===== config.mk =====
export PLATFORM = sky130hd
export DESIGN_NAME = player_ctrl
export DESIGN_NICKNAME = d
export VERILOG_FILES = /design/src/rtl/player_pkg.sv /design/src/rtl/vol_sat_counter.sv /design/src/rtl/player_ctrl.sv
export SDC_FILE = /design/constraint.sdc
export NUM_CORES = 1
export LEC_CHECK = 0
export CELL_PAD_IN_SITES_DETAIL_PLACEMENT = 0
export CELL_PAD_IN_SITES_GLOBAL_PLACEMENT = 2
export CORE_UTILIZATION = 30
export CTS_BUF_LIST = sky130_fd_sc_hd__clkbuf_4
export DETAILED_ROUTE_END_ITERATION = 8
export HOLD_SLACK_MARGIN = 0.12
export MAX_ROUTING_LAYER = met4
export PLACE_DENSITY = 0.85
export SYNTH_ARGS = -nofsm -noshare
export SYNTH_HDL_FRONTEND = slang
export SYNTH_SLANG_ARGS = --single-unit

===== constraint.sdc =====
create_clock -name clk -period 3.5 [get_ports clk]
set_clock_uncertainty 0.15 [all_clocks]
set_input_delay 0.35 -clock clk [delete_from_list [all_inputs] [get_ports clk]]
set_output_delay 0.35 -clock clk [all_outputs]
set_load 0.02 [all_outputs]

===== src/rtl/player_pkg.sv =====
// Shared definitions for the player controller: state encoding, default sizing
// and command bit positions matching the button interface ordering.
package player_pkg;

    localparam int NUM_TRACKS_DEF  = 8;
    localparam int TRK_W_DEF       = 3;
    localparam int VOL_W_DEF       = 4;
    localparam int VOL_DEFAULT_DEF = 8;

    typedef enum logic [1:0] {
        ST_STOP  = 2'd0,
        ST_LOAD  = 2'd1,
        ST_PLAY  = 2'd2,
        ST_PAUSE = 2'd3
    } state_e;

    localparam int CMD_PLAY_PAUSE = 0;
    localparam int CMD_VOL_UP     = 1;
    localparam int CMD_VOL_DOWN   = 2;
    localparam int CMD_FWD        = 3;
    localparam int CMD_BACK       = 4;
    localparam int CMD_W          = 5;

endpackage


===== src/rtl/vol_sat_counter.sv =====
// Up/down counter that saturates at 0 and all-ones; simultaneous inc and dec
// cancel. Reset value is a parameter.
module vol_sat_counter #(
    parameter int           W       = 4,
    parameter logic [W-1:0] RST_VAL = '0
) (
    input  logic         clk,
    input  logic         rst_n,
    input  logic         inc_i,
    input  logic         dec_i,
    output logic [W-1:0] cnt_o
);

    logic [W-1:0] cnt_q;
    logic [W-1:0] cnt_d;

    always_comb begin
        cnt_d = cnt_q;
        if (inc_i && !dec_i && (cnt_q != {W{1'b1}})) begin
            cnt_d = cnt_q + 1'b1;
        end else if (dec_i && !inc_i && (cnt_q != '0)) begin
            cnt_d = cnt_q - 1'b1;
        end
    end

    always_ff @(posedge clk or negedge rst_n) begin
        if (!rst_n) begin
            cnt_q <= RST_VAL;
        end else begin
            cnt_q <= cnt_d;
        end
    end

    assign cnt_o = cnt_q;

endmodule


===== src/rtl/player_ctrl.sv =====
// Player controller: playback FSM, track index and volume driven by button pulses.
// Build option PLAYER_CTRL_LOOP_ALL_EN: end of last track reloads track 0 instead of stopping.
//
// state    | meaning
// ---------+-----------------------------------------------------------
// ST_STOP  | idle, run low; fwd/back browse the track index
// ST_LOAD  | load_req high for track_idx, waiting for load_ack
// ST_PLAY  | run high, engine plays samples
// ST_PAUSE | run low, track kept loaded; play/pause resumes without reload
module player_ctrl
    import player_pkg::*;
#(
    parameter int NUM_TRACKS  = NUM_TRACKS_DEF,
    parameter int TRK_W       = TRK_W_DEF,
    parameter int VOL_W       = VOL_W_DEF,
    parameter int VOL_DEFAULT = VOL_DEFAULT_DEF
) (
    input  logic             clk,
    input  logic             rst_n,
    input  logic             cmd_play_pause,
    input  logic             cmd_vol_up,
    input  logic             cmd_vol_down,
    input  logic             cmd_fwd,
    input  logic             cmd_back,
    input  logic             trk_done,
    input  logic             load_ack,
    output logic             load_req,
    output logic [TRK_W-1:0] load_trk,
    output logic             run,
    output logic [VOL_W-1:0] volume,
    output logic [TRK_W-1:0] track_idx,
    output logic [1:0]       state_o
);

    localparam logic [TRK_W-1:0] LAST_TRK = TRK_W'(NUM_TRACKS - 1);

`ifdef PLAYER_CTRL_LOOP_ALL_EN
    localparam state_e WRAP_STATE = ST_LOAD;
`else
    localparam state_e WRAP_STATE = ST_STOP;
`endif

    logic [CMD_W-1:0] cmd;
    state_e           state_q;
    logic [TRK_W-1:0] track_q;
    logic [TRK_W-1:0] trk_inc;
    logic [TRK_W-1:0] trk_dec;

    assign cmd = {cmd_back, cmd_fwd, cmd_vol_down, cmd_vol_up, cmd_play_pause};

    assign trk_inc = (track_q == LAST_TRK) ? '0 : track_q + 1'b1;
    assign trk_dec = (track_q == '0) ? LAST_TRK : track_q - 1'b1;

    // Priority within a cycle: play/pause > fwd > back > trk_done.
    always_ff @(posedge clk or negedge rst_n) begin
        if (!rst_n) begin
            state_q <= ST_STOP;
            track_q <= '0;
        end else begin
            case (state_q)
                ST_STOP: begin
                    if (cmd[CMD_PLAY_PAUSE]) begin
                        state_q <= ST_LOAD;
                    end else if (cmd[CMD_FWD]) begin
                        track_q <= trk_inc;
                    end else if (cmd[CMD_BACK]) begin
                        track_q <= trk_dec;
                    end
                end
                ST_LOAD: begin
                    if (load_ack) begin
                        state_q <= ST_PLAY;
                    end
                end
                ST_PLAY: begin
                    if (cmd[CMD_PLAY_PAUSE]) begin
                        state_q <= ST_PAUSE;
                    end else if (cmd[CMD_FWD]) begin
                        track_q <= trk_inc;
                        state_q <= ST_LOAD;
                    end else if (cmd[CMD_BACK]) begin
                        track_q <= trk_dec;
                        state_q <= ST_LOAD;
                    end else if (trk_done) begin
                        if (track_q == LAST_TRK) begin
                            track_q <= '0;
                            state_q <= WRAP_STATE;
                        end else begin
                            track_q <= track_q + 1'b1;
                            state_q <= ST_LOAD;
                        end
                    end
                end
                ST_PAUSE: begin
                    if (cmd[CMD_PLAY_PAUSE]) begin
                        state_q <= ST_PLAY;
                    end else if (cmd[CMD_FWD]) begin
                        track_q <= trk_inc;
                        state_q <= ST_STOP;
                    end else if (cmd[CMD_BACK]) begin
                        track_q <= trk_dec;
                        state_q <= ST_STOP;
                    end
                end
                default: begin
                    state_q <= ST_STOP;
                end
            endcase
        end
    end

    vol_sat_counter #(
        .W       (VOL_W),
        .RST_VAL (VOL_W'(VOL_DEFAULT))
    ) u_vol (
        .clk   (clk),
        .rst_n (rst_n),
        .inc_i (cmd[CMD_VOL_UP]),
        .dec_i (cmd[CMD_VOL_DOWN]),
        .cnt_o (volume)
    );

    // Derived from the state register so reset clears load_req without a clock.
    assign state_o   = state_q;
    assign run       = (state_q == ST_PLAY);
    assign load_req  = (state_q == ST_LOAD);
    assign load_trk  = track_q;
    assign track_idx = track_q;

endmodule

==> impl_metrics.env, run 1 <==
export IMPL_crit_slowest_cell="clkdlybuf4s50_1"
export IMPL_drive_gt1_frac=0.0737
export IMPL_cpPeakStageDelay_ps=610
export IMPL_rr_worst_depth=7
export IMPL_synth_seq_cells=9
export IMPL_synth_flop_cell="dfrtp_1"
export IMPL_ant_nets=0
export IMPL_power_density_nw_per_um2=990
export IMPL_hold_worst_slack_ps=230
export IMPL_hold_path_class="in -> async"
export IMPL_vias_per_cell=4.75
export IMPL_synth_warnings=0
export IMPL_clk_pin_slew_ps=70
export IMPL_antenna_found_initial=0
export IMPL_max_cap_violations=0
export IMPL_max_vdd_ir_drop_mv=0.429
export IMPL_h_tree_depth=1
export IMPL_p_comb_frac=0.659
export IMPL_clock_power_share=0.093
export IMPL_synth_area_leaders="dfrtp_1, ha_1, mux2i_1"
export IMPL_hold_buffers=0
export IMPL_clk_path_buf_depth=2
export IMPL_rsz0062_at_grt="no"
export IMPL_cp_required_ps=3000
export IMPL_wl_um=1310
export IMPL_hold_violations=0
export IMPL_synth_distinct_cells=28
export IMPL_synth_top_area_frac=0.276
export IMPL_swShare=0.444
export IMPL_share_seq_of_total_power=0.248
export IMPL_yosysTopAreaCell="dfrtp_1"
export IMPL_asyncSetResetFlopFracSynth=1.00
export IMPL_r2r_setup_slack_ps=1370
export IMPL_ys_seq_area_frac=0.313
export IMPL_antenna_cells=0
export IMPL_cts_sinks=9
export IMPL_crit_path_end_kind="output port"
export IMPL_setup_violations=0
export IMPL_dr_pass1_iters=4
export IMPL_min_period_over_period=0.621
export IMPL_crit_chain="inv_1 -> ha_1 -> clkdlybuf4s50_1"
export IMPL_cts_setup_buffers=0
export IMPL_crit_type="reg -> out"
export IMPL_syn_area_um2=724
export IMPL_cts_resized=0
export IMPL_ios=23
export IMPL_r2r_end="u_vol.cnt_o[3]"
export IMPL_syn_to_final_growth_pct=36.3
export IMPL_initial_utilization=0.321
export IMPL_startpoint_type="flip-flop"
export IMPL_grt_pass1_wl_um=2160
export IMPL_die_area_um2=2620
export IMPL_synth_edff_count=0
export IMPL_finalCoreUtilization=0.438
export IMPL_power_internal_uw=543
export IMPL_max_freq_ghz=0.460
export IMPL_timing_rr_start="u_vol.cnt_o[1]"
export IMPL_rows=17
export IMPL_wl_per_cell_um=10.6
export IMPL_synth_cells=72
export IMPL_worstMarginPinSlew_ps=425
export IMPL_globalRouteOverflowTotal=0
export IMPL_grt_start_max_net_pins=10
export IMPL_fin_tns_setup_ps=0
export IMPL_cts_buffers=3
export IMPL_nets=118
export IMPL_vias=584
export IMPL_dp_hpwl_um=1110
export IMPL_core_area_um2=2250
export IMPL_postSynthAreaPerCell_um2=10.1
export IMPL_p_leak_nw=0.466
export IMPL_insertion_delay_ps=270
export IMPL_p_switching_uw=434
export IMPL_synthesis_nets=94
export IMPL_die_width_um=51.1
export IMPL_drc=0
export IMPL_io_buffers=22
export IMPL_arrival_ps=1670
export IMPL_die_height_um=51.1
export IMPL_root_buffer="clkbuf_4"
export IMPL_status="complete, no violations"
export IMPL_path_max_fanout=6
export IMPL_grt_pass1_vias=512
export IMPL_slew_headroom=0.716
export IMPL_gp_congestion=0.748
export IMPL_cts_tree="built"
export IMPL_drt_iter0_drc=8
export IMPL_post_route_min_period_ps=2170
export IMPL_track_usage=0.120
export IMPL_drv_slew=0
-- how the worst max path moves through the flow --
| stage | startpoint | slack (ps) | endpoint | cells after the start |
|---|---|---|---|---|
| after global placement | cmd_vol_down | 1130 | u_vol.cnt_o[3] | 8 |
| final | state_o[0] | 1330 | run | 3 |
| after detailed placement | cmd_vol_down | 1090 | u_vol.cnt_o[3] | 8 |
| after global routing | u_vol.cnt_o[1] | 1170 | u_vol.cnt_o[3] | 7 |
| after CTS | state_o[0] | 1300 | run | 3 |
| after floorplan | u_vol.cnt_o[3] | 1400 | u_vol.cnt_o[3] | 7 |
-- final cells by class --
cell class / count / area (um^2)
Inverter: 9 / 33.8
Multi-Input combinational cell: 51 / 442
Clock buffer: 4 / 30.0
Fill cell: 239 / 1270
Timing Repair Buffer: 22 / 220
Sequential cell: 9 / 226
Tap cell: 28 / 35.0
-- flip-flops by register name (all words and copies together), names as in the netlist --
register	cells
load_trk	3
state_o	2
u_vol.cnt_o	4
-- routing by layer --
| layer | track usage | routed length [um] | vias to the layer above | share of wire |
|---|---|---|---|---|
| li1 | - | - | 297 | - |
| met1 | 0.144 | 582 | 268 | 0.45 |
| met2 | 0.178 | 623 | 14 | 0.48 |
| met3 | 0.0536 | 75 | 5 | 0.057 |
| met4 | 0.0417 | 25 | 0 | 0.019 |
| met5 | - | 0 | - | 0 |
-- synthesized netlist by cell type (all sizes together) (3+ instances only) --
cell / count
ha: 12
inv: 9
dfrtp: 8
a21oi: 6
mux2i: 4
a21o: 3
buf: 3
nand2: 3
xor2: 3
-- worst max-delay path: cells and delay by family, from the launching register on --
kind | cells | cell delay (ps)
adders and majority gates | 1 | 210
buffers and inverters | 2 | 760
DFF | 1 | 440
-- per-stage QoR --
stage	instances	power [mW]	instance area [um^2]	setup WS, ps
after detailed placement	119	0.900	957	1090
final	123	0.977	987	1330
after global routing	123	1.08	987	1170
after CTS	123	0.996	987	1300
after global placement	119	0.897	957	1130
after floorplan	72	0.680	724	1400
-- cell usage in the layout, fill, tap and decap left out --
cell	synthesis	layout
inv_1	9	9
nand2_2	1	1
mux2i_1	4	4
a2bb2oi_1	1	1
o21ai_0	2	2
a211oi_1	1	1
mux2_1	2	2
a41oi_1	2	2
nor2b_1	1	1
o41ai_1	1	1
xnor2_1	1	1
a31oi_1	1	1
xor2_1	3	3
nand2_1	2	2
clkbuf_4	0	4
clkdlybuf4s50_1	0	22
or2_1	1	1
nor3_1	1	1
fa_1	1	1
dfstp_2	1	1
nor2_1	2	2
a22oi_1	1	1
a21oi_1	6	6
a21o_1	2	2
dfrtp_1	8	8
a21o_2	1	1
ha_1	12	12
nand2b_1	1	1
a221oi_1	1	1
-- logic make-up (layout without fill, tap and decap cells) --
kind of cell               after synthesis  after routing  share of synthesized area
DFF                                      9              9                      0.313
and+or+nand+nor                          9              9                     0.0622
xor gates and xnor gates                 4              4                     0.0484
adders and majority gates               13             13                      0.235
AOI/OAI and AO/OA                       19             19                      0.178
buffers and inverters                   12             35                     0.0777
muxes                                    6              6                     0.0864
-- power by group through the flow --
| stage | logic [mW] | registers [mW] | clock network (mW) |
|---|---|---|---|
| 6_report | 0.644 | 0.242 | 0.0905 |
| 5_1_grt | 0.725 | 0.256 | 0.0985 |
| 4_1_cts | 0.653 | 0.247 | 0.0963 |
| 3_5_place_dp | 0.652 | 0.248 | 0 |
| 3_3_place_gp | 0.651 | 0.246 | 0 |
| 2_1_floorplan | 0.380 | 0.300 | 0 |
(Power assumes the default switching activity.)
==> run 2, diff against run 1 <==
- CORE_UTILIZATION: 30 -> 28
- PLACE_DENSITY: 0.85 -> 0.8
- clock period: 3.5 -> 2 ns (I/O delays scaled with it)
==> run 2 against run 1 <==
Net effect:
- core utilization increased by 2.9 points
- largest cell class unchanged
- sequential power increased by 54%
- largest power group unchanged
- die area increased by 6.9%
- flip-flop and latch count unchanged
- final area increased by 16%
- via count increased by 10%
==> impl_metrics.env, run 2 (same netlist as run 1, synthesis figures left out) <==
export IMPL_rows=18
export IMPL_grt_pass1_wl_um=2530
export IMPL_clk_path_buf_depth=2
export IMPL_hold_worst_slack_ps=459
export IMPL_worstSetupStartpoint="u_vol.cnt_o[3]"
export IMPL_drc=0
export IMPL_crit_chain="a41oi_2 -> nand2_2 -> ha_4 -> a21o_2 -> a21oi_2 -> mux2i_1 -> xor2_1"
export IMPL_hold_path_class="reg -> reg"
export IMPL_min_delay_start="load_trk[1]"
export IMPL_final_setup_worst_slack_ps=51.7
export IMPL_worstMarginPinSlew_ps=386
export IMPL_syn_to_final_growth_pct=58.2
export IMPL_arrival_ps=1990
export IMPL_whs_path_depth=2
export IMPL_ant_nets=0
export IMPL_ios=23
export IMPL_rsz0062_at_grt="yes"
export IMPL_num_fill_cells=235
export IMPL_rr_worst_depth=7
export IMPL_post_route_min_period_ps=1950
export IMPL_slew_headroom=0.742
export IMPL_power_mw=1.99
export IMPL_swShare=0.435
export IMPL_wl_per_cell_um=11.9
export IMPL_largest_reg_flops=4
export IMPL_h_tree_depth=1
export IMPL_root_buffer="clkbuf_4"
export IMPL_grt_pass1_vias=626
export IMPL_share_seq_of_total_power=0.188
export IMPL_final_common_cell="clkdlybuf4s50_1"
export IMPL_clock_power_share=0.078
export IMPL_grt_start_max_net_pins=10
export IMPL_p_comb_frac=0.734
export IMPL_clk_pin_slew_ps=60
export IMPL_drv_slew=0
export IMPL_core_area_um2=2450
export IMPL_initial_utilization=0.295
export IMPL_most_common_layout_cells="clkdlybuf4s50_1, buf_4, ha_1"
export IMPL_finalCoreUtilization=0.467
export IMPL_crit_slowest_cell="dfstp_2"
export IMPL_fin_cells=139
export IMPL_max_freq_ghz=0.513
export IMPL_setup_violations=0
export IMPL_max_cap_violations=0
export IMPL_cp_required_ps=2040
export IMPL_die_width_um=52.9
export IMPL_power_internal_mw=1.12
export IMPL_p_leak_nw=0.558
export IMPL_status="complete, no violations"
export IMPL_antenna_found_initial=0
export IMPL_multiInputGateArea_um2=483
export IMPL_die_area_um2=2790
export IMPL_antenna_cells=0
export IMPL_drive_gt1_frac=0.257
export IMPL_path_max_fanout=4
export IMPL_cts_buffers=3
export IMPL_insertion_delay_ps=260
export IMPL_vias=644
export IMPL_dr_pass1_iters=4
export IMPL_nets=132
export IMPL_dp_worst_setup_slack_ps=-227
export IMPL_p_switching_uw=863
export IMPL_cts_tree="built"
export IMPL_hold_end="load_trk[1]"
export IMPL_min_period_over_period=0.974
export IMPL_vias_per_cell=4.63
export IMPL_globalRouteOverflowTotal=0
export IMPL_drt_iter0_drc=9
export IMPL_timing_rr_start="u_vol.cnt_o[3]"
export IMPL_regArea_um2=229
export IMPL_io_buffers=22
export IMPL_dp_cells=129
export IMPL_max_vdd_ir_drop_mv=1.01
export IMPL_r2r_setup_slack_ps=50
export IMPL_hold_violations=0
export IMPL_track_usage=0.131
export IMPL_crit_type="reg -> reg"
export IMPL_die_height_um=52.9
export IMPL_dp_hpwl_um=1240
export IMPL_crit_path_end_kind="flip-flop"
export IMPL_gp_congestion=0.683
export IMPL_power_density_nw_per_um2=1730
export IMPL_cpPeakStageDelay_ps=540
export IMPL_cts_sinks=9
export IMPL_wl_um=1660
export IMPL_startpoint_type="flip-flop"
export IMPL_r2r_end="u_vol.cnt_o[3]"
## run 2: cell types whose count changed in the layout (fill, tap and decap cells not counted), moves of 2 or more
cell / previous run / this run
buf_4: 0 / 13
clkdlybuf4s50_1: 22 / 20
dfrtp_1: 8 / 6
dfrtp_2: 0 / 2
dlymetal6s2s_1: 0 / 2
ha_1: 12 / 10
ha_4: 0 / 2
## run 2: worst max path at each step
stage / slack (ps) / to
after floorplan: 10 / u_vol.cnt_o[3]
after global placement: -130 / u_vol.cnt_o[3]
after detailed placement: -230 / u_vol.cnt_o[3]
after CTS: 10 / u_vol.cnt_o[3]
after global routing: -50 / u_vol.cnt_o[3]
final: 50 / u_vol.cnt_o[3]
## run 2: final cells by class
cell class / count / share of cell area
well taps: 30 / 0.0328
inverters: 9 / 0.0295
multi-input cells: 51 / 0.421
repair buffers: 36 / 0.290
flip-flops and latches: 9 / 0.200
clock buffers: 4 / 0.0262
## run 2: worst max-delay path: cells and delay by family (launching register included)
kind / cells / cell delay, ps
AOI/OAI and AO/OA: 3 / 430
xor gates and xnor gates: 1 / 180
adders and majority gates: 1 / 210
DFF: 1 / 540
muxes: 1 / 240
and+or+nand+nor: 1 / 130
## run 2: stage by stage
step / area (um^2) / TNS (ps)
global route: 1150 / -50.8
detailed placement: 1040 / -288
floorplan: 741 / 0
finish: 1150 / 0
global placement: 1040 / -181
CTS: 1100 / 0
## run 2: repair_timing
item                                   4_1_cts  5_1_grt
hold buffers                                 1        0
setup endpoints to repair                    1        3
pin swaps                                    1        5
buffers inserted                             3        2
endpoints found under the hold margin        8        0
gates resized for setup                      0        5
## run 2: power groups by stage
stage               Clock, mW  Sequential [mW]  Combinational [mW]
finish                  0.155            0.372                1.46
global route            0.167            0.382                1.61
CTS                     0.158            0.372                1.42
detailed placement          0            0.372                1.39
global placement            0            0.374                1.37
floorplan                   0            0.537               0.680
## run 2: layer usage
| metal | up-vias | share of wire | global-route usage |
|---|---|---|---|
| li1 | 326 | - | - |
| met1 | 296 | 0.45 | 0.154 |
| met2 | 18 | 0.49 | 0.217 |
| met3 | 4 | 0.048 | 0.0345 |
| met4 | 0 | 0.013 | 0.0395 |
| met5 | - | 0 | - |
==> run 3, diff against run 2 <==
- CORE_ASPECT_RATIO: unset -> 1.5
==> run 3 against run 2 <==
Net effect:
- core utilization is 1.3 points lower
- die area increased by 0.14%
- via count shrank 3.9%
- wire length down 7.5%
- global-route usage shrank 1.3 points
- first-iteration DRC count shrank 11%
- maximum frequency increased by 0.71%
- largest power group unchanged
==> impl_metrics.env, run 3 (same netlist as run 1, synthesis figures left out) <==
export IMPL_ios=23
export IMPL_wl_um=1540
export IMPL_dp_hpwl_um=1240
export IMPL_path_max_fanout=5
export IMPL_ant_nets=0
export IMPL_drc=0
export IMPL_p_leak_nw=0.533
export IMPL_syn_to_final_growth_pct=53.4
export IMPL_globalRouteOverflowTotal=0
export IMPL_num_fill_cells=236
export IMPL_max_cap_violations=0
export IMPL_cts_buffers=3
export IMPL_clk_pin_slew_ps=60
export IMPL_nets=129
export IMPL_die_height_um=64.3
export IMPL_max_vdd_ir_drop_mv=0.835
export IMPL_dr_pass1_iters=4
export IMPL_max_freq_ghz=0.517
export IMPL_crit_slowest_cell="dfstp_2"
export IMPL_root_buffer="clkbuf_4"
export IMPL_drt_iter0_drc=8
export IMPL_io_buffers=22
export IMPL_cp_buffers_inverters=0
export IMPL_arrival_ps=1960
export IMPL_min_period_over_period=0.967
export IMPL_h_tree_depth=1
export IMPL_antenna_found_initial=0
export IMPL_largest_reg_flops=4
export IMPL_crit_path_end_kind="flip-flop"
export IMPL_multiInputGateArea_um2=480
export IMPL_drive_gt1_frac=0.236
export IMPL_timing_rr_start="u_vol.cnt_o[3]"
export IMPL_wl_per_cell_um=11.8
export IMPL_die_width_um=43.5
export IMPL_vias=619
export IMPL_insertion_delay_ps=250
export IMPL_hold_path_class="reg -> reg"
export IMPL_rsz0062_at_grt="yes"
export IMPL_final_common_cell="clkdlybuf4s50_1"
export IMPL_hold_end="state_o[1]"
export IMPL_power_density_nw_per_um2=1720
export IMPL_grt_pass1_wl_um=2490
export IMPL_track_usage=0.118
export IMPL_finalCoreUtilization=0.454
export IMPL_r2r_end="u_vol.cnt_o[3]"
export IMPL_rows=22
export IMPL_die_area_um2=2800
export IMPL_setup_violations=0
export IMPL_crit_chain="a41oi_2 -> nand2_2 -> ha_4 -> a21o_2 -> a21oi_2 -> mux2i_1 -> xor2_1"
export IMPL_worstSetupStartpoint="u_vol.cnt_o[3]"
export IMPL_whs_path_depth=1
export IMPL_antenna_cells=0
export IMPL_grt_start_max_net_pins=10
export IMPL_post_route_min_period_ps=1930
export IMPL_cp_required_ps=2030
export IMPL_gp_congestion=0.728
export IMPL_cts_tree="built"
export IMPL_core_area_um2=2450
export IMPL_crit_type="reg -> reg"
export IMPL_initial_utilization=0.296
export IMPL_hold_violations=0
export IMPL_cts_sinks=9
export IMPL_worstMarginPinSlew_ps=399
export IMPL_status="complete, no violations"
export IMPL_rr_worst_depth=7
export IMPL_cp_top_family="flip-flops"
export IMPL_startpoint_type="flip-flop"
export IMPL_drv_slew=0
export IMPL_r2r_setup_slack_ps=70
export IMPL_regArea_um2=230
export IMPL_cpPeakStageDelay_ps=550
export IMPL_min_delay_start="state_o[1]"
export IMPL_most_common_layout_cells="clkdlybuf4s50_1, ha_1, buf_4"
export IMPL_hold_worst_slack_ps=418
export IMPL_vias_per_cell=4.76
export IMPL_slew_headroom=0.733
export IMPL_clk_path_buf_depth=2
export IMPL_grt_pass1_vias=620
-- run 3: cell count changes in the layout (fill, tap and decap cells not counted) --
cell / previous run / this run
fa_2: 1 / 0
dfrtp_1: 6 / 5
buf_4: 13 / 10
fa_1: 0 / 1
dlygate4sd2_1: 0 / 1
dlymetal6s2s_1: 2 / 1
dfrtp_2: 2 / 3
-- run 3: worst max path at each step --
| stage | endpoint | slack [ps] | depth (start not counted) |
|---|---|---|---|
| after CTS | u_vol.cnt_o[3] | 30 | 7 |
| after floorplan | u_vol.cnt_o[3] | 10 | 7 |
| after detailed placement | u_vol.cnt_o[3] | -170 | 8 |
| final | u_vol.cnt_o[3] | 70 | 7 |
| after global placement | u_vol.cnt_o[3] | -120 | 8 |
| after global routing | u_vol.cnt_o[3] | -40 | 7 |
-- run 3: layout make-up --
class                      instances  share of cell area
clock buffer                       4              0.0270
inverter                           9              0.0304
multi-input combinational         51               0.432
sequential                         9               0.207
tap                               24              0.0270
timing repair buffer              33               0.276
-- run 3: repair_timing --
| action | CTS | global route |
|---|---|---|
| endpoints found under the hold margin | 8 | 0 |
| gates resized for setup | 1 | 4 |
| setup endpoints to repair | 1 | 4 |
| buffers inserted | 0 | 2 |
| pin swaps | 0 | 5 |
| hold buffers | 1 | 0 |
-- run 3: metrics by stage --
stage	instance area, um^2	cells	power [mW]	TNS, ps	setup slack, ps
floorplan	741	72	1.22	0	10.0
global placement	1030	123	1.73	-161	-118
finish	1110	130	1.91	0	65.5
global route	1110	130	2.11	-43.1	-43.1
detailed placement	1030	123	1.74	-245	-174
CTS	1070	128	1.90	0	32.1
-- run 3: per-layer routing --
metal	track usage	part of all wire	vias up
met3	0.00847	0.043	0
met1	0.126	0.40	290
met2	0.222	0.56	13
met4	0.0352	0	0
li1	-	-	316
met5	-	0	-
-- run 3: power breakdown --
| part | internal [mW] | switching [mW] |
|---|---|---|
| registers | 0.298 | 0.0886 |
| clock network | 0.0902 | 0.0593 |
| logic | 0.699 | 0.678 |
-- run 3: worst register-to-register path, cell delays in order, from the launching register on --
cell	delay, ps
dfstp_2	550
a41oi_2	90
nand2_2	150
ha_4	220
a21o_2	190
a21oi_2	140
mux2i_1	220
xor2_1	160
